`config.mk`:
```
export PLATFORM = sky130hd
export DESIGN_NAME = hazard_scoreboard_flat
export DESIGN_NICKNAME = d
export VERILOG_FILES = /design/src/rtl/hazard_scoreboard_if.sv /design/src/rtl/hazard_scoreboard.sv /design/src/flat_wrapper.sv
export SDC_FILE = /design/constraint.sdc
export NUM_CORES = 1
export LEC_CHECK = 0
export BUFFER_PORTS_ARGS = -buffer_cell sky130_fd_sc_hd__buf_2
export CAP_MARGIN = 20
export CORE_MARGIN = 4
export CORE_UTILIZATION = 35
export CTS_BUF_LIST = sky130_fd_sc_hd__clkbuf_4
export CTS_CLUSTER_DIAMETER = 150
export DETAILED_ROUTE_END_ITERATION = 10
export SKIP_LAST_GASP = 1
export SYNTH_ARGS = -nofsm -noshare
export SYNTH_HDL_FRONTEND = slang
export SYNTH_SLANG_ARGS = --single-unit
```
`constraint.sdc`:
```
create_clock -name Clk -period 3.4 [get_ports Clk]
set_input_delay 0.68 -clock Clk [delete_from_list [all_inputs] [get_ports Clk]]
set_output_delay 0.68 -clock Clk [all_outputs]
set_load 0.02 [all_outputs]
```
`src/rtl/hazard_scoreboard_if.sv`:
```
// Bundle between the ID-stage hazard logic and the rest of the pipeline.
// master drives ID/forward/long-latency inputs; slave is the hazard unit.
interface hazard_scoreboard_if #(
    parameter int REGFILE_ADDR_WIDTH = 5,
    parameter int NUM_RD_PORTS       = 2,
    parameter int NUM_FWD_STAGES     = 2,
    parameter int LL_DEPTH           = 4,
    parameter int STAT_WIDTH         = 16
);
    localparam int AW     = REGFILE_ADDR_WIDTH;
    localparam int FSEL_W = $clog2(NUM_FWD_STAGES + 1);
    localparam int TAG_W  = (LL_DEPTH > 1) ? $clog2(LL_DEPTH) : 1;

    logic                         ID_valid;
    logic [NUM_RD_PORTS*AW-1:0]   ID_Rs_addr;
    logic [NUM_RD_PORTS-1:0]      ID_Rs_used;
    logic [AW-1:0]                ID_Rd_addr;
    logic                         ID_RegFile_wr_en;
    logic [NUM_FWD_STAGES*AW-1:0] Fwd_Rd_addr;
    logic [NUM_FWD_STAGES-1:0]    Fwd_RegFile_wr_en;
    logic [NUM_FWD_STAGES-1:0]    Fwd_data_ready;
    logic [NUM_RD_PORTS*FSEL_W-1:0] Forward_sel;
    logic                         Stall;
    logic                         LL_issue;
    logic [AW-1:0]                LL_Rd_addr;
    logic                         LL_ready;
    logic [TAG_W-1:0]             LL_tag;
    logic                         LL_done;
    logic [TAG_W-1:0]             LL_done_tag;
    logic                         Stat_clr;
    logic [STAT_WIDTH-1:0]        Stall_cycles;
    logic                         Err;

    modport master (
        output ID_valid, ID_Rs_addr, ID_Rs_used,
        output ID_Rd_addr, ID_RegFile_wr_en,
        output Fwd_Rd_addr, Fwd_RegFile_wr_en,
        output Fwd_data_ready,
        output LL_issue, LL_Rd_addr,
        output LL_done, LL_done_tag, Stat_clr,
        input  Forward_sel, Stall, LL_ready,
        input  LL_tag, Stall_cycles, Err
    );

    modport slave (
        input  ID_valid, ID_Rs_addr, ID_Rs_used,
        input  ID_Rd_addr, ID_RegFile_wr_en,
        input  Fwd_Rd_addr, Fwd_RegFile_wr_en,
        input  Fwd_data_ready,
        input  LL_issue, LL_Rd_addr,
        input  LL_done, LL_done_tag, Stat_clr,
        output Forward_sel, Stall, LL_ready,
        output LL_tag, Stall_cycles, Err
    );
endinterface

```
`src/rtl/hazard_scoreboard.sv`:
```
// Forwarding select, long-latency scoreboard and stall generation for ID.
// Ports: Clk, Rst_n (async low), bus (slave: ID/fwd/LL/stat signals).
module hazard_scoreboard #(
    parameter int REGFILE_ADDR_WIDTH = 5,
    parameter int NUM_RD_PORTS       = 2,
    parameter int NUM_FWD_STAGES     = 2,
    parameter int LL_DEPTH           = 4,
    parameter int STAT_WIDTH         = 16
) (
    input  logic               Clk,
    input  logic               Rst_n,
    hazard_scoreboard_if.slave bus
);
    localparam int AW     = REGFILE_ADDR_WIDTH;
    localparam int NRP    = NUM_RD_PORTS;
    localparam int NFS    = NUM_FWD_STAGES;
    localparam int FSEL_W = $clog2(NFS + 1);
    localparam int TAG_W  = (LL_DEPTH > 1) ? $clog2(LL_DEPTH) : 1;

    logic [LL_DEPTH-1:0]     vld_q;
    logic [AW-1:0]           rd_q [LL_DEPTH];
    logic [STAT_WIDTH-1:0]   cnt_q;
    logic                    err_q;

    logic [NRP*FSEL_W-1:0]   fsel;
    logic [AW-1:0]           rs;
    logic [AW-1:0]           fa;
    logic [FSEL_W-1:0]       sel;
    logic                    sel_rdy;
    logic                    load_use;
    logic                    raw;
    logic                    waw;
    logic                    stall;
    logic                    ll_ready;
    logic [TAG_W-1:0]        ll_tag;

    // Stages are scanned oldest-first so the youngest match overwrites.
    always_comb begin
        fsel     = '0;
        load_use = 1'b0;
        rs       = '0;
        fa       = '0;
        sel      = '0;
        sel_rdy  = 1'b0;
        for (int p = 0; p < NRP; p++) begin
            rs      = bus.ID_Rs_addr[p*AW +: AW];
            sel     = '0;
            sel_rdy = 1'b0;
            for (int s = NFS; s >= 1; s--) begin
                fa = bus.Fwd_Rd_addr[(s-1)*AW +: AW];
                if (bus.Fwd_RegFile_wr_en[s-1] &&
                    fa != '0 && fa == rs) begin
                    sel     = FSEL_W'(s);
                    sel_rdy = bus.Fwd_data_ready[s-1];
                end
            end
            fsel[p*FSEL_W +: FSEL_W] = sel;
            if (bus.ID_Rs_used[p] && sel != '0 && !sel_rdy)
                load_use = 1'b1;
        end
    end

    always_comb begin
        raw = 1'b0;
        waw = 1'b0;
        for (int e = 0; e < LL_DEPTH; e++) begin
            for (int p = 0; p < NRP; p++) begin
                if (bus.ID_Rs_used[p] && vld_q[e] &&
                    bus.ID_Rs_addr[p*AW +: AW] != '0 &&
                    rd_q[e] == bus.ID_Rs_addr[p*AW +: AW])
                    raw = 1'b1;
            end
            if (bus.ID_RegFile_wr_en && vld_q[e] &&
                bus.ID_Rd_addr != '0 &&
                rd_q[e] == bus.ID_Rd_addr)
                waw = 1'b1;
        end
    end

    // Lowest free entry wins; tag reads 0 when the table is full.
    always_comb begin
        ll_ready = ~&vld_q;
        ll_tag   = '0;
        for (int e = LL_DEPTH - 1; e >= 0; e--) begin
            if (!vld_q[e])
                ll_tag = TAG_W'(e);
        end
    end

    assign stall = bus.ID_valid & (load_use | raw | waw);

    // Done and issue cannot target the same live entry: issue only
    // uses a free slot, and a done to a free slot is ignored.
    always_ff @(posedge Clk or negedge Rst_n) begin
        if (!Rst_n) begin
            vld_q <= '0;
            err_q <= 1'b0;
            cnt_q <= '0;
            for (int e = 0; e < LL_DEPTH; e++)
                rd_q[e] <= '0;
        end else begin
            if (bus.LL_done) begin
                if (vld_q[bus.LL_done_tag])
                    vld_q[bus.LL_done_tag] <= 1'b0;
                else
                    err_q <= 1'b1;
            end
            if (bus.LL_issue) begin
                if (ll_ready) begin
                    vld_q[ll_tag] <= 1'b1;
                    rd_q[ll_tag]  <= bus.LL_Rd_addr;
                end else begin
                    err_q <= 1'b1;
                end
            end
            if (bus.Stat_clr)
                cnt_q <= '0;
            else if (stall && cnt_q != '1)
                cnt_q <= cnt_q + 1'b1;
        end
    end

    assign bus.Forward_sel  = fsel;
    assign bus.Stall        = stall;
    assign bus.LL_ready     = ll_ready;
    assign bus.LL_tag       = ll_tag;
    assign bus.Stall_cycles = cnt_q;
    assign bus.Err          = err_q;
endmodule

```
`src/flat_wrapper.sv`:
```
// flat-port wrapper written by rule: the top's interface ports become plain ports
module hazard_scoreboard_flat 
#(
    parameter int REGFILE_ADDR_WIDTH = 5,
    parameter int NUM_RD_PORTS       = 2,
    parameter int NUM_FWD_STAGES     = 2,
    parameter int LL_DEPTH           = 4,
    parameter int STAT_WIDTH         = 16
)
  (Clk, Rst_n, bus_ID_valid, bus_ID_Rs_addr, bus_ID_Rs_used, bus_ID_Rd_addr, bus_ID_RegFile_wr_en, bus_Fwd_Rd_addr, bus_Fwd_RegFile_wr_en, bus_Fwd_data_ready, bus_LL_issue, bus_LL_Rd_addr, bus_LL_done, bus_LL_done_tag, bus_Stat_clr, bus_Forward_sel, bus_Stall, bus_LL_ready, bus_LL_tag, bus_Stall_cycles, bus_Err);
  hazard_scoreboard_if #(.REGFILE_ADDR_WIDTH(REGFILE_ADDR_WIDTH), .NUM_RD_PORTS(NUM_RD_PORTS), .NUM_FWD_STAGES(NUM_FWD_STAGES), .LL_DEPTH(LL_DEPTH), .STAT_WIDTH(STAT_WIDTH)) bus_i ();
  input  logic Clk;
  input  logic Rst_n;
  input wire logic [$bits(bus_i.ID_valid)-1:0] bus_ID_valid;
  input wire logic [$bits(bus_i.ID_Rs_addr)-1:0] bus_ID_Rs_addr;
  input wire logic [$bits(bus_i.ID_Rs_used)-1:0] bus_ID_Rs_used;
  input wire logic [$bits(bus_i.ID_Rd_addr)-1:0] bus_ID_Rd_addr;
  input wire logic [$bits(bus_i.ID_RegFile_wr_en)-1:0] bus_ID_RegFile_wr_en;
  input wire logic [$bits(bus_i.Fwd_Rd_addr)-1:0] bus_Fwd_Rd_addr;
  input wire logic [$bits(bus_i.Fwd_RegFile_wr_en)-1:0] bus_Fwd_RegFile_wr_en;
  input wire logic [$bits(bus_i.Fwd_data_ready)-1:0] bus_Fwd_data_ready;
  input wire logic [$bits(bus_i.LL_issue)-1:0] bus_LL_issue;
  input wire logic [$bits(bus_i.LL_Rd_addr)-1:0] bus_LL_Rd_addr;
  input wire logic [$bits(bus_i.LL_done)-1:0] bus_LL_done;
  input wire logic [$bits(bus_i.LL_done_tag)-1:0] bus_LL_done_tag;
  input wire logic [$bits(bus_i.Stat_clr)-1:0] bus_Stat_clr;
  output wire logic [$bits(bus_i.Forward_sel)-1:0] bus_Forward_sel;
  output wire logic [$bits(bus_i.Stall)-1:0] bus_Stall;
  output wire logic [$bits(bus_i.LL_ready)-1:0] bus_LL_ready;
  output wire logic [$bits(bus_i.LL_tag)-1:0] bus_LL_tag;
  output wire logic [$bits(bus_i.Stall_cycles)-1:0] bus_Stall_cycles;
  output wire logic [$bits(bus_i.Err)-1:0] bus_Err;
  assign bus_i.ID_valid = bus_ID_valid;
  assign bus_i.ID_Rs_addr = bus_ID_Rs_addr;
  assign bus_i.ID_Rs_used = bus_ID_Rs_used;
  assign bus_i.ID_Rd_addr = bus_ID_Rd_addr;
  assign bus_i.ID_RegFile_wr_en = bus_ID_RegFile_wr_en;
  assign bus_i.Fwd_Rd_addr = bus_Fwd_Rd_addr;
  assign bus_i.Fwd_RegFile_wr_en = bus_Fwd_RegFile_wr_en;
  assign bus_i.Fwd_data_ready = bus_Fwd_data_ready;
  assign bus_i.LL_issue = bus_LL_issue;
  assign bus_i.LL_Rd_addr = bus_LL_Rd_addr;
  assign bus_i.LL_done = bus_LL_done;
  assign bus_i.LL_done_tag = bus_LL_done_tag;
  assign bus_i.Stat_clr = bus_Stat_clr;
  assign bus_Forward_sel = bus_i.Forward_sel;
  assign bus_Stall = bus_i.Stall;
  assign bus_LL_ready = bus_i.LL_ready;
  assign bus_LL_tag = bus_i.LL_tag;
  assign bus_Stall_cycles = bus_i.Stall_cycles;
  assign bus_Err = bus_i.Err;
  hazard_scoreboard #(.REGFILE_ADDR_WIDTH(REGFILE_ADDR_WIDTH), .NUM_RD_PORTS(NUM_RD_PORTS), .NUM_FWD_STAGES(NUM_FWD_STAGES), .LL_DEPTH(LL_DEPTH), .STAT_WIDTH(STAT_WIDTH)) u_core (.Clk(Clk), .Rst_n(Rst_n), .bus(bus_i));
endmodule
```
Word level (Yosys, flattened, before mapping)
Cells that the tools add are included.

cells by class
  equality and inequality tests = 17
  reductions and logical operators = 63
  mux-type cells = 45
  add/sub/neg operators = 1
  bitwise gates (word level) = 8
  order comparisons = 6

operators by type and width
  operator                                                            number
  == test 5 bit                                                       16
  logical AND 1 bit                                                   50
  2-to-1 mux 16 bit                                                   2
  2-to-1 mux 1 bit                                                    25
  nonzero test 5 bit                                                  5
  bitwise mux 20 bit                                                  1
  adder 16 x 1 -> 16 bit (second input constant)                      1
  2-to-1 mux 2 bit                                                    8
  2-to-1 mux 4 bit                                                    4
  != test 16 bit (second input constant)                              1
  demux 5 bit (select 2 bit)                                          1
  < comparator 2 x 3 -> 1 bit (second input constant)                 2
  nonzero test 2 bit                                                  3
  2-to-1 mux 5 bit                                                    1
  bitwise AND 4 bit                                                   1
  demux 1 bit (select 2 bit)                                          2
  greater-or-equal comparator 2 x 1 -> 1 bit (second input constant)  2
  inverter 4 bit                                                      1
  bitwise OR 4 bit                                                    1
  AND reduction 4 bit                                                 1
  greater-or-equal comparator 3 bit (second input constant)           1
  logical NOT 1 bit                                                   3
  < comparator 3 x 1 -> 1 bit (second input constant)                 1
  inverter 2 -> 3 bit                                                 1
  5 further kinds                                                     6

word-level totals
  logic and storage cells = 147
  input bits = 45
  register bits = 41
  output and inout port bits = 25

Depth between registers and ports, before layout
Gate-level depths: netlist of the first run.

  word-level depth = 17
  mapped depth = 10

Worst setup path after synthesis of the first run
OpenSTA, ideal clock, no wires.

  path type = input port to output port
  start = in bus_ID_Rs_addr[6]
  end = out bus_Stall
  data arrival time = 2.996 ns
  slack = -0.276 ns
  path buffers = 1
  stages on the path = 8
  required time = 2.720 ns
  path through = buf_2 xnor2_1 nand2_1 nor4_1 nor4_2 a222oi_1 nand2_1 and2_1

RTL lines
  item                            line                     text
  from (decl)                     flat_wrapper.sv:15       input wire logic [$bits(bus_i.ID_Rs_addr)-1:0] bus_ID_Rs_addr;
  == test 5 bit                   hazard_scoreboard.sv:52  fa != '0 && fa == rs) begin
  logical AND 1 bit               hazard_scoreboard.sv:52
  2-to-1 mux 2 bit                hazard_scoreboard.sv:51  if (bus.Fwd_RegFile_wr_en[s-1] &&
  net bus_Forward_sel[2]          flat_wrapper.sv:27       output wire logic [$bits(bus_i.Forward_sel)-1:0] bus_Forward_sel;
  nonzero test 2 bit              hazard_scoreboard.sv:58  if (bus.ID_Rs_used[p] && sel != '0 && !sel_rdy)
  logical AND 1 bit (2 in a row)  hazard_scoreboard.sv:58
  2-to-1 mux 1 bit                hazard_scoreboard.sv:58
  bitwise OR 1 bit (2 in a row)   hazard_scoreboard.sv:90  assign stall = bus.ID_valid & (load_use | raw | waw);
  bitwise AND 1 bit               hazard_scoreboard.sv:90
  to (decl)                       flat_wrapper.sv:28       output wire logic [$bits(bus_i.Stall)-1:0] bus_Stall;

The timed path passes the listed nets, and every way through them passes these cells.

Worst setup path after layout of the first run
  start = in bus_Fwd_Rd_addr[4]
  end = out bus_Stall

on the way
  longest elaborated chain between the ends = 12

RTL lines
  item                               line                     text
  from (decl)                        flat_wrapper.sv:19       input wire logic [$bits(bus_i.Fwd_Rd_addr)-1:0] bus_Fwd_Rd_addr;
  nonzero test 5 bit                 hazard_scoreboard.sv:52
  logical AND 1 bit                  hazard_scoreboard.sv:51
  logical AND 1 bit                  hazard_scoreboard.sv:52
  2-to-1 mux 2 bit                   hazard_scoreboard.sv:51
  nonzero test 2 bit                 hazard_scoreboard.sv:58
  logical AND 1 bit (2 in a row)     hazard_scoreboard.sv:58
  2-to-1 mux 1 bit                   hazard_scoreboard.sv:58
  2-to-1 mux 1 bit (*)               hazard_scoreboard.sv:58
  bitwise OR 1 bit (*) (2 in a row)  hazard_scoreboard.sv:90
  bitwise AND 1 bit (*)              hazard_scoreboard.sv:90

Every way passes the cells marked *; elsewhere a longest branch is shown, timed or not.

==> results of run 1 <==
## logic make-up (layout without fill, tap and decap cells)
logic type / count (synthesis) / after routing
AND/OR/NAND/NOR: 125 / 125
adder cells (fa/ha/maj): 1 / 1
multiplexers: 31 / 31
buffers and inverters: 29 / 90
AO/OA/AOI/OAI: 22 / 22
XOR/XNOR: 81 / 81
flip-flops: 41 / 41
## power by group
group / switching (mW) / internal [mW] / leakage (nW)
logic: 0.362 / 0.417 / 1.04
registers: 0.238 / 0.616 / 0.513
clock network: 0.157 / 0.0746 / 0.0247
## cell type report
type | count | share of cell area
sequential | 41 | 0.280
inverter | 5 | 0.00512
clock buffer | 5 | 0.0102
tap | 108 | 0.0369
multi-input combinational | 260 | 0.546
timing repair buffer | 78 | 0.119
clock inverter | 2 | 0.00307
## through the flow
| stage | utilization | TNS [ns] |
|---|---|---|
| after floorplan | - | 0 |
| after global placement | 0.409 | -0.00609 |
| after detailed placement | 0.409 | -0.0228 |
| after CTS | 0.415 | 0 |
| after global routing | 0.422 | 0 |
| final | 0.422 | 0 |
## worst max-delay path, cell delays in order
cell and delay, ns:
buf_4 0.13, or4_4 0.55, o21ai_4 0.18, buf_4 0.13, nor2_1 0.03, nor4b_1 0.14
a222oi_1 0.22, buf_4 0.20, nand2_4 0.06, and2_4 0.14, buf_6 0.12
## repair_timing
| item | CTS | global route |
|---|---|---|
| setup buffers | 1 | 4 |
| gates resized for setup | 1 | 7 |
| pin swaps | 1 | 6 |
| setup endpoints to repair | 1 | 1 |
## cell usage after synthesis (all sizes together), types with 6 or more instances
cell type / n / area share
a21oi: 6 / 0.016
buf: 12 / 0.021
clkbuf: 12 / 0.014
dfrtp: 41 / 0.33
mux2: 29 / 0.11
nand2: 17 / 0.020
nand3: 10 / 0.016
nand4: 24 / 0.048
nor2: 25 / 0.030
nor2b: 11 / 0.022
nor4: 15 / 0.032
xnor2: 32 / 0.090
xor2: 49 / 0.14
## state kept, by name, indices dropped and copies added (netlist names)
signal / count
u_core.bus.Err: 1
u_core.bus.Stall_cycles: 16
u_core.rd_q: 20
u_core.vld_q: 4
## per-layer routing
metal  global-route usage  part of all wire  up-vias
li1                     -                 -     1276
met1                0.203              0.41     1298
met2                0.280              0.49       82
met3               0.0259             0.060       21
met4               0.0636             0.031        0
met5                    0                 0        -
## worst min-delay path by stage
stage | start | to | slack [ns]
after floorplan | Rst_n | u_core.bus.Err$_DFF_PN0_ | 0.38
after global placement | u_core.bus.Err$_DFF_PN0_ | u_core.bus.Err$_DFF_PN0_ | 0.46
after detailed placement | u_core.bus.Err$_DFF_PN0_ | u_core.bus.Err$_DFF_PN0_ | 0.47
after CTS | Rst_n | u_core.rd_q[5]$_DFFE_PN0P_ | 0.49
after global routing | Rst_n | u_core.rd_q[9]$_DFFE_PN0P_ | 0.53
final | Rst_n | u_core.rd_q[5]$_DFFE_PN0P_ | 0.46
==> results.yml, run 1 <==
clock_tree:
  insertion_delay_ns: 0.35
  cts_max_level: 2
  ctsHoldBuffers: 0
  cts_tree: "yes"
  clock-sinks: 41
  clock_path_buffers: 2
  cts_buffers: 5
  cts.clk_slew.worst_paths_ns: 0.13
  cts-root-buf: "clkbuf_4"
synth:
  synth_seq_area_share: 0.330
  synth_ff_type: "dfrtp_1"
  syn_avg_cell_area_um2: 9.43
  post_synth_xor_area_fraction: 0.228
  synth_fp_nets: 376
  yosys_warnings: 0
  synthAdderAreaFrac: 0.00402
  yosys.area_share.simple: 0.218
  postSynthCellCount: 330
  ys_types: 46
  synthArstFlopShare: 1.00
  synth_top_family_by_area: "XOR/XNOR gates"
  synth-compound-area-share: 0.0623
  ys_seq_elements: 41
  netlist_area_um2: 3110
  synthMuxAreaShare: 0.117
  synth-edff-count: 0
die:
  design.core.area_um2: 8680
  die_w_um: 102
  ios: 70
  dieArea_um2: 10500
  start_util: 0.359
  num_rows: 34
  die_h_um: 102
pwr:
  power_density_nw_per_um2: 509
  ir_drop_v: 0.000235
  leakagePower_nw: 1.58
  power_mw: 1.86
sta:
  timing.final.ws_setup_ns: 0.141
  fmax_mhz: 307
  finalCritPeriodShare: 0.958
  setup-violations-final: 0
  worstMarginPinSlew_ns: 0.956
  maxSlewViolCount: 0
  whs_ns: 0.463
  fin_crit_ns: 3.26
  hold_viol: 0
  rsz0062_at_grt: "false"
  slew_headroom: 0.362
  fin_skew_ns: 0.0219
detailed_routing:
  drc: 0
  ant_nets: 0
  wl_per_cell_um: 16.8
  finalWirelength_mm: 8.40
  viasPerCell: 5.36
  drt_iter0_markers: 88
  vias: 2677
  dr.pass1.iters: 4
setup_path:
  crit_start: "bus_Fwd_Rd_addr[4]"
  startpoint_type: "input pin"
  reg2reg_to: "u_core.bus.Stall_cycles[8]$_DFFE_PN0P_"
  crit_fanout: 4
  cp.arrival_ns: 2.58
  cp.required_ns: 2.72
  endpoint: "bus_Stall"
  reg2reg_from: "u_core.rd_q[5]$_DFFE_PN0P_"
  r2r_slack_ns: 0.63
  crit_type: "input pin to primary output"
  setup.worst_path.end_class: "primary output"
  reg2regPathDepth: 12
layout:
  multiInputGateArea_um2: 2000
  antennaDiodeCount: 0
  final_cell_mix: "buf_2, xor2_1, dfrtp_1"
  instances_no_fill: 499
  stdcell_area_um2: 3660
  fin_nets: 437
  layout_commonest_cell: "buf_2"
  drive_gt1_frac: 0.309
  areaGrowthSynthToFinish_pct: 17.6
  nFillCells: 884
  seq_area_um2: 1030
placed_design:
  placed_area_um2: 3550
  port-buffer-count: 69
  gp_congestion: 0.859
  dp_slack_ns: -0.0228
  hpwl_mm: 6.38
  place_inst: 487
global_route:
  antenna_found_initial: 0
  grt_pass1_vias: 2676
  grt_max_degree: 42
  grt_use_total: 0.162
  grt_pass1_wl_mm: 13.3
  grt-ovfl-total: 0
hold_path:
  hp-class: "input pin to async pin"
run_status:
  status: "finished, final reports clean"
job:
  max_cap_viol_count: 0
Note: power is estimated with default switching activity, not from simulation.
==> inputs of run 2 (changes only) <==
--- a/config.mk
+++ b/config.mk
@@ -7,11 +7,12 @@
 export LEC_CHECK = 0
 export BUFFER_PORTS_ARGS = -buffer_cell sky130_fd_sc_hd__buf_2
 export CAP_MARGIN = 20
-export CORE_MARGIN = 4
-export CORE_UTILIZATION = 35
+export CORE_MARGIN = 2
+export CORE_UTILIZATION = 45
 export CTS_BUF_LIST = sky130_fd_sc_hd__clkbuf_4
 export CTS_CLUSTER_DIAMETER = 150
 export DETAILED_ROUTE_END_ITERATION = 10
+export PLACE_DENSITY = 0.68
 export SKIP_LAST_GASP = 1
 export SYNTH_ARGS = -nofsm -noshare
 export SYNTH_HDL_FRONTEND = slang
==> results.yml, run 2 (synthesis results as in run 1) <==
hold_path:
  hp-class: "input pin to async pin"
layout:
  regMostFlops: "u_core.rd_q"
  nFillCells: 629
  final_cell_mix: "buf_2, xor2_1, dfrtp_1"
  layout_commonest_cell: "buf_2"
  stdcell_area_um2: 3620
  multiInputGateArea_um2: 2000
  largest_reg_flops: 20
  seq_area_um2: 1030
  final_util: 0.536
  drive_gt1_frac: 0.310
  instances_no_fill: 470
  areaGrowthSynthToFinish_pct: 16.2
  fin_nets: 436
  antennaDiodeCount: 0
pwr:
  power_density_nw_per_um2: 507
  pwr-share-seq: 0.462
  sw_frac_of_total: 0.404
  ir_drop_v: 0.000166
  p_switching_mw: 0.741
  combinationalPowerShare: 0.414
  leakagePower_nw: 1.58
  intPower_mw: 1.09
  power_frac_clock: 0.123
detailed_routing:
  ant_nets: 0
  finalWirelength_mm: 7.62
  drc: 0
  drt_iter0_markers: 79
  vias: 2607
  wl_per_cell_um: 16.2
  viasPerCell: 5.55
  dr.pass1.iters: 4
placed_design:
  placed_area_um2: 3530
  port-buffer-count: 69
  hpwl_mm: 5.82
  place_inst: 461
  gp_congestion: 0.917
global_route:
  grt_pass1_vias: 2504
  grt_use_total: 0.203
  grt-ovfl-total: 0
  grt_pass1_wl_mm: 12.1
  antenna_found_initial: 0
  grt_max_degree: 42
setup_path:
  cp.required_ns: 2.72
  setup.worst_path.end_class: "primary output"
  crit_fanout: 4
  cp.arrival_ns: 2.66
  reg2reg_from: "u_core.rd_q[8]$_DFFE_PN0P_"
  startpoint_type: "input pin"
  crit_start: "bus_Fwd_Rd_addr[0]"
  crit_type: "input pin to primary output"
sta:
  hold_viol: 0
  worstMarginPinSlew_ns: 0.915
  fin_skew_ns: 0.0217
  fin_crit_ns: 3.34
  setup-violations-final: 0
  whs_ns: 0.459
  fin_setup_tns_ns: 0
  slew_headroom: 0.390
  fmax_mhz: 299
  finalCritPeriodShare: 0.983
  maxSlewViolCount: 0
clock_tree:
  clock-sinks: 41
  cts_tree: "yes"
  cts-root-buf: "clkbuf_4"
  clock_path_buffers: 2
  cts_max_level: 2
  cts_buffers: 5
  cts.clk_slew.worst_paths_ns: 0.13
  insertion_delay_ns: 0.35
die:
  design.core.area_um2: 6760
  ios: 70
  die_w_um: 87.2
  dieArea_um2: 7600
  num_rows: 30
  start_util: 0.461
  die_h_um: 87.2
run_status:
  status: "finished, final reports clean"
job:
  max_cap_viol_count: 0
==> run 2: final timing paths <==
path | endpoint | slack [ns] | depth (start not counted)
setup / recovery | bus_Stall | 0.06 | 11
hold / removal | u_core.rd_q[11]$_DFFE_PN0P_ | 0.46 | 1
setup reg to reg | u_core.bus.Stall_cycles[8]$_DFFE_PN0P_ | 0.87 | 10
hold reg to reg | u_core.bus.Err$_DFF_PN0_ | 0.49 | 2
max in group asynchronous | u_core.bus.Stall_cycles[15]$_DFFE_PN0P_ | 2.36 | 1
min in group Clk | u_core.bus.Err$_DFF_PN0_ | 0.49 | 2
==> run 2: critical path: stages <==
cell and delay, ns:
buf_2 0.11, or4_4 0.55, o21ai_4 0.21, buf_4 0.14, nor2_1 0.03, nor4b_1 0.14
a222oi_1 0.23, buf_4 0.21, nand2_4 0.06, and2_1 0.15, buf_4 0.15
==> run 2: cell type report <==
type	instances	share of cell area
clock buffers	5	0.0104
clock inverters	2	0.00311
inverters	5	0.00519
multi-input cells	260	0.554
flip-flops and latches	41	0.284
well taps	80	0.0277
repair buffers	77	0.116
==> run 2: per-layer routing <==
| metal | vias up | GRT usage | share of wire |
|---|---|---|---|
| met5 | - | 0 | 0 |
| met4 | 0 | 0.0825 | 0.028 |
| met3 | 16 | 0.0360 | 0.051 |
| met2 | 74 | 0.343 | 0.47 |
| met1 | 1239 | 0.258 | 0.45 |
| li1 | 1278 | - | - |
==> run 2: timing repair <==
item / 4_1_cts / 5_1_grt
endpoints found under the setup margin: 0 / 1
buffers inserted: 0 / 2
hold buffers: 0 / 0
hold endpoints to repair: 0 / 0
resized for setup: 0 / 7
==> run 2: per-stage QoR <==
| stage | setup slack [ns] | total power, mW |
|---|---|---|
| 2_1_floorplan | 0.00971 | 1.37 |
| 3_3_place_gp | 0.0417 | 1.57 |
| 3_5_place_dp | 0.0168 | 1.60 |
| 4_1_cts | 0.00432 | 1.84 |
| 5_1_grt | -0.0106 | 1.97 |
| 6_report | 0.0571 | 1.83 |
==> run 2: power groups by stage <==
stage               sequential, mW  clock (mW)  combinational, mW
floorplan                    0.779           0              0.593
global placement             0.843           0              0.723
detailed placement           0.856           0              0.747
CTS                          0.846       0.243              0.750
global route                 0.876       0.263              0.833
finish                       0.848       0.226              0.760
==> inputs of run 3 (changes only) <==
--- a/config.mk
+++ b/config.mk
@@ -12,7 +12,9 @@
 export CTS_BUF_LIST = sky130_fd_sc_hd__clkbuf_4
 export CTS_CLUSTER_DIAMETER = 150
 export DETAILED_ROUTE_END_ITERATION = 10
+export GPL_TIMING_DRIVEN = 0
 export PLACE_DENSITY = 0.68
+export SETUP_SLACK_MARGIN = 0.15
 export SKIP_LAST_GASP = 1
 export SYNTH_ARGS = -nofsm -noshare
 export SYNTH_HDL_FRONTEND = slang
==> results.yml, run 3 (synthesis results as in run 1) <==
detailed_routing:
  wl_per_cell_um: 16.4
  finalWirelength_mm: 7.85
  dr.pass1.iters: 8
  viasPerCell: 5.69
  drc: 0
  vias: 2729
  drt_iter0_markers: 139
  ant_nets: 0
clock_tree:
  cts_buffers: 5
  clock-sinks: 41
  cts-root-buf: "clkbuf_4"
  cts.clk_slew.worst_paths_ns: 0.15
  clock_path_buffers: 2
  cts_tree: "yes"
  cts_max_level: 2
  ctsHoldBuffers: 0
  insertion_delay_ns: 0.37
sta:
  fin_skew_ns: 0.0300
  timing.final.ws_setup_ns: 0.159
  slew_headroom: 0.380
  fin_crit_ns: 3.24
  setup-violations-final: 0
  finalCritPeriodShare: 0.953
  maxSlewViolCount: 0
  worstMarginPinSlew_ns: 0.931
  rsz0062_at_grt: "false"
  hold_viol: 0
  fmax_mhz: 309
pwr:
  pwr-share-seq: 0.402
  intPower_mw: 1.27
  sw_frac_of_total: 0.381
  power_mw: 2.05
  power_density_nw_per_um2: 547
  p_switching_mw: 0.780
  leakagePower_nw: 1.62
  power_frac_clock: 0.199
  ir_drop_v: 0.000325
  combinationalPowerShare: 0.400
layout:
  regMostFlops: "u_core.rd_q"
  instances_no_fill: 480
  drive_gt1_frac: 0.303
  largest_reg_flops: 20
  antennaDiodeCount: 0
  areaGrowthSynthToFinish_pct: 20.2
  layout_commonest_cell: "buf_2"
  final_cell_mix: "buf_2, xor2_1, dfrtp_1"
  stdcell_area_um2: 3740
  fin_nets: 445
setup_path:
  reg2reg_from: "u_core.rd_q[3]$_DFFE_PN0P_"
  crit_fanout: 3
  r2r_slack_ns: 0.60
  cp.arrival_ns: 2.56
  cp.required_ns: 2.72
  reg2regPathDepth: 11
  reg2reg_to: "u_core.bus.Stall_cycles[4]$_DFFE_PN0P_"
  crit_type: "input pin to primary output"
  startpoint_type: "input pin"
  setup.worst_path.end_class: "primary output"
placed_design:
  place_inst: 463
  hpwl_mm: 5.92
  gp_congestion: 0.911
  port-buffer-count: 53
  placed_area_um2: 3510
  dp_slack_ns: -0.411
die:
  num_rows: 30
  ios: 70
  die_h_um: 87.2
  start_util: 0.461
  dieArea_um2: 7600
  die_w_um: 87.2
  design.core.area_um2: 6760
global_route:
  grt_use_total: 0.209
  grt_pass1_wl_mm: 12.2
  grt_max_degree: 42
  grt-ovfl-total: 0
  antenna_found_initial: 0
  grt_pass1_vias: 2495
hold_path:
  hp-class: "input pin to async pin"
job:
  max_cap_viol_count: 0
run_status:
  status: "finished, final reports clean"
## run 3: cell types whose count changed in the layout (fill, tap and decap cells not counted), sizes merged
cell | previous run | this run
clkinv | 1 | 0
clkbuf | 5 | 17
buf | 77 | 74
clkinvlp | 1 | 0
inv | 5 | 6
bufinv | 0 | 2
## run 3: how the worst max path moves through the flow
stage               cells past startpoint          startpoint        end  slack (ns)
global route                           10  bus_Fwd_Rd_addr[2]  bus_Stall        0.14
detailed placement                      9  bus_Fwd_Rd_addr[0]  bus_Stall       -0.41
finish                                 10  bus_Fwd_Rd_addr[2]  bus_Stall        0.16
floorplan                               7  bus_Fwd_Rd_addr[0]  bus_Stall        0.16
global placement                        9  bus_Fwd_Rd_addr[0]  bus_Stall       -0.35
CTS                                    10  bus_Fwd_Rd_addr[4]  bus_Stall        0.16
## run 3: critical path, cell delays in order
cell and delay, ns:
buf_8 0.09, or4_4 0.54, o21ai_4 0.16, or4_4 0.15, o21ai_2 0.05, a222oi_1 0.37, buf_4 0.20, nand2_4 0.05
and2_4 0.13, buf_6 0.12
## run 3: final cells by class
| class | count | area [um^2] |
|---|---|---|
| Buffer | 24 | 110 |
| Clock buffer | 5 | 37.5 |
| Clock inverter | 3 | 68.8 |
| Fill cell | 594 | 3010 |
| Inverter | 5 | 18.8 |
| Multi-Input combinational cell | 260 | 2020 |
| Sequential cell | 41 | 1030 |
| Tap cell | 80 | 100 |
| Timing Repair Buffer | 62 | 362 |
## run 3: per-layer routing
metal,vias up,global-route usage,wire (um)
met3,14,0.0256,383
met5,-,0,0
met2,97,0.346,3780
met1,1326,0.274,3480
met4,0,0.0909,201
li1,1292,-,-
## run 3: stage by stage
step / hold slack [ns] / TNS [ns] / util
3_5_place_dp: 0.492 / -0.482 / 0.519
3_3_place_gp: 0.466 / -0.351 / 0.519
2_1_floorplan: 0.384 / 0 / -
4_1_cts: 0.449 / 0 / 0.547
6_report: 0.434 / 0 / 0.554
5_1_grt: 0.486 / 0 / 0.554
## run 3: power by group through the flow
stage	sequential (mW)	clock, mW	combinational [mW]
4_1_cts	0.817	0.419	0.801
2_1_floorplan	0.779	0	0.595
3_5_place_dp	0.828	0	0.764
5_1_grt	0.845	0.440	0.892
6_report	0.822	0.406	0.818
3_3_place_gp	0.816	0	0.739
## run 3: timing repair
action,CTS,global route
setup buffers,6,3
endpoints found under the setup margin,1,1
hold endpoints to repair,0,0
gates resized for setup,9,8
pin swaps,8,9
gates cloned,0,0
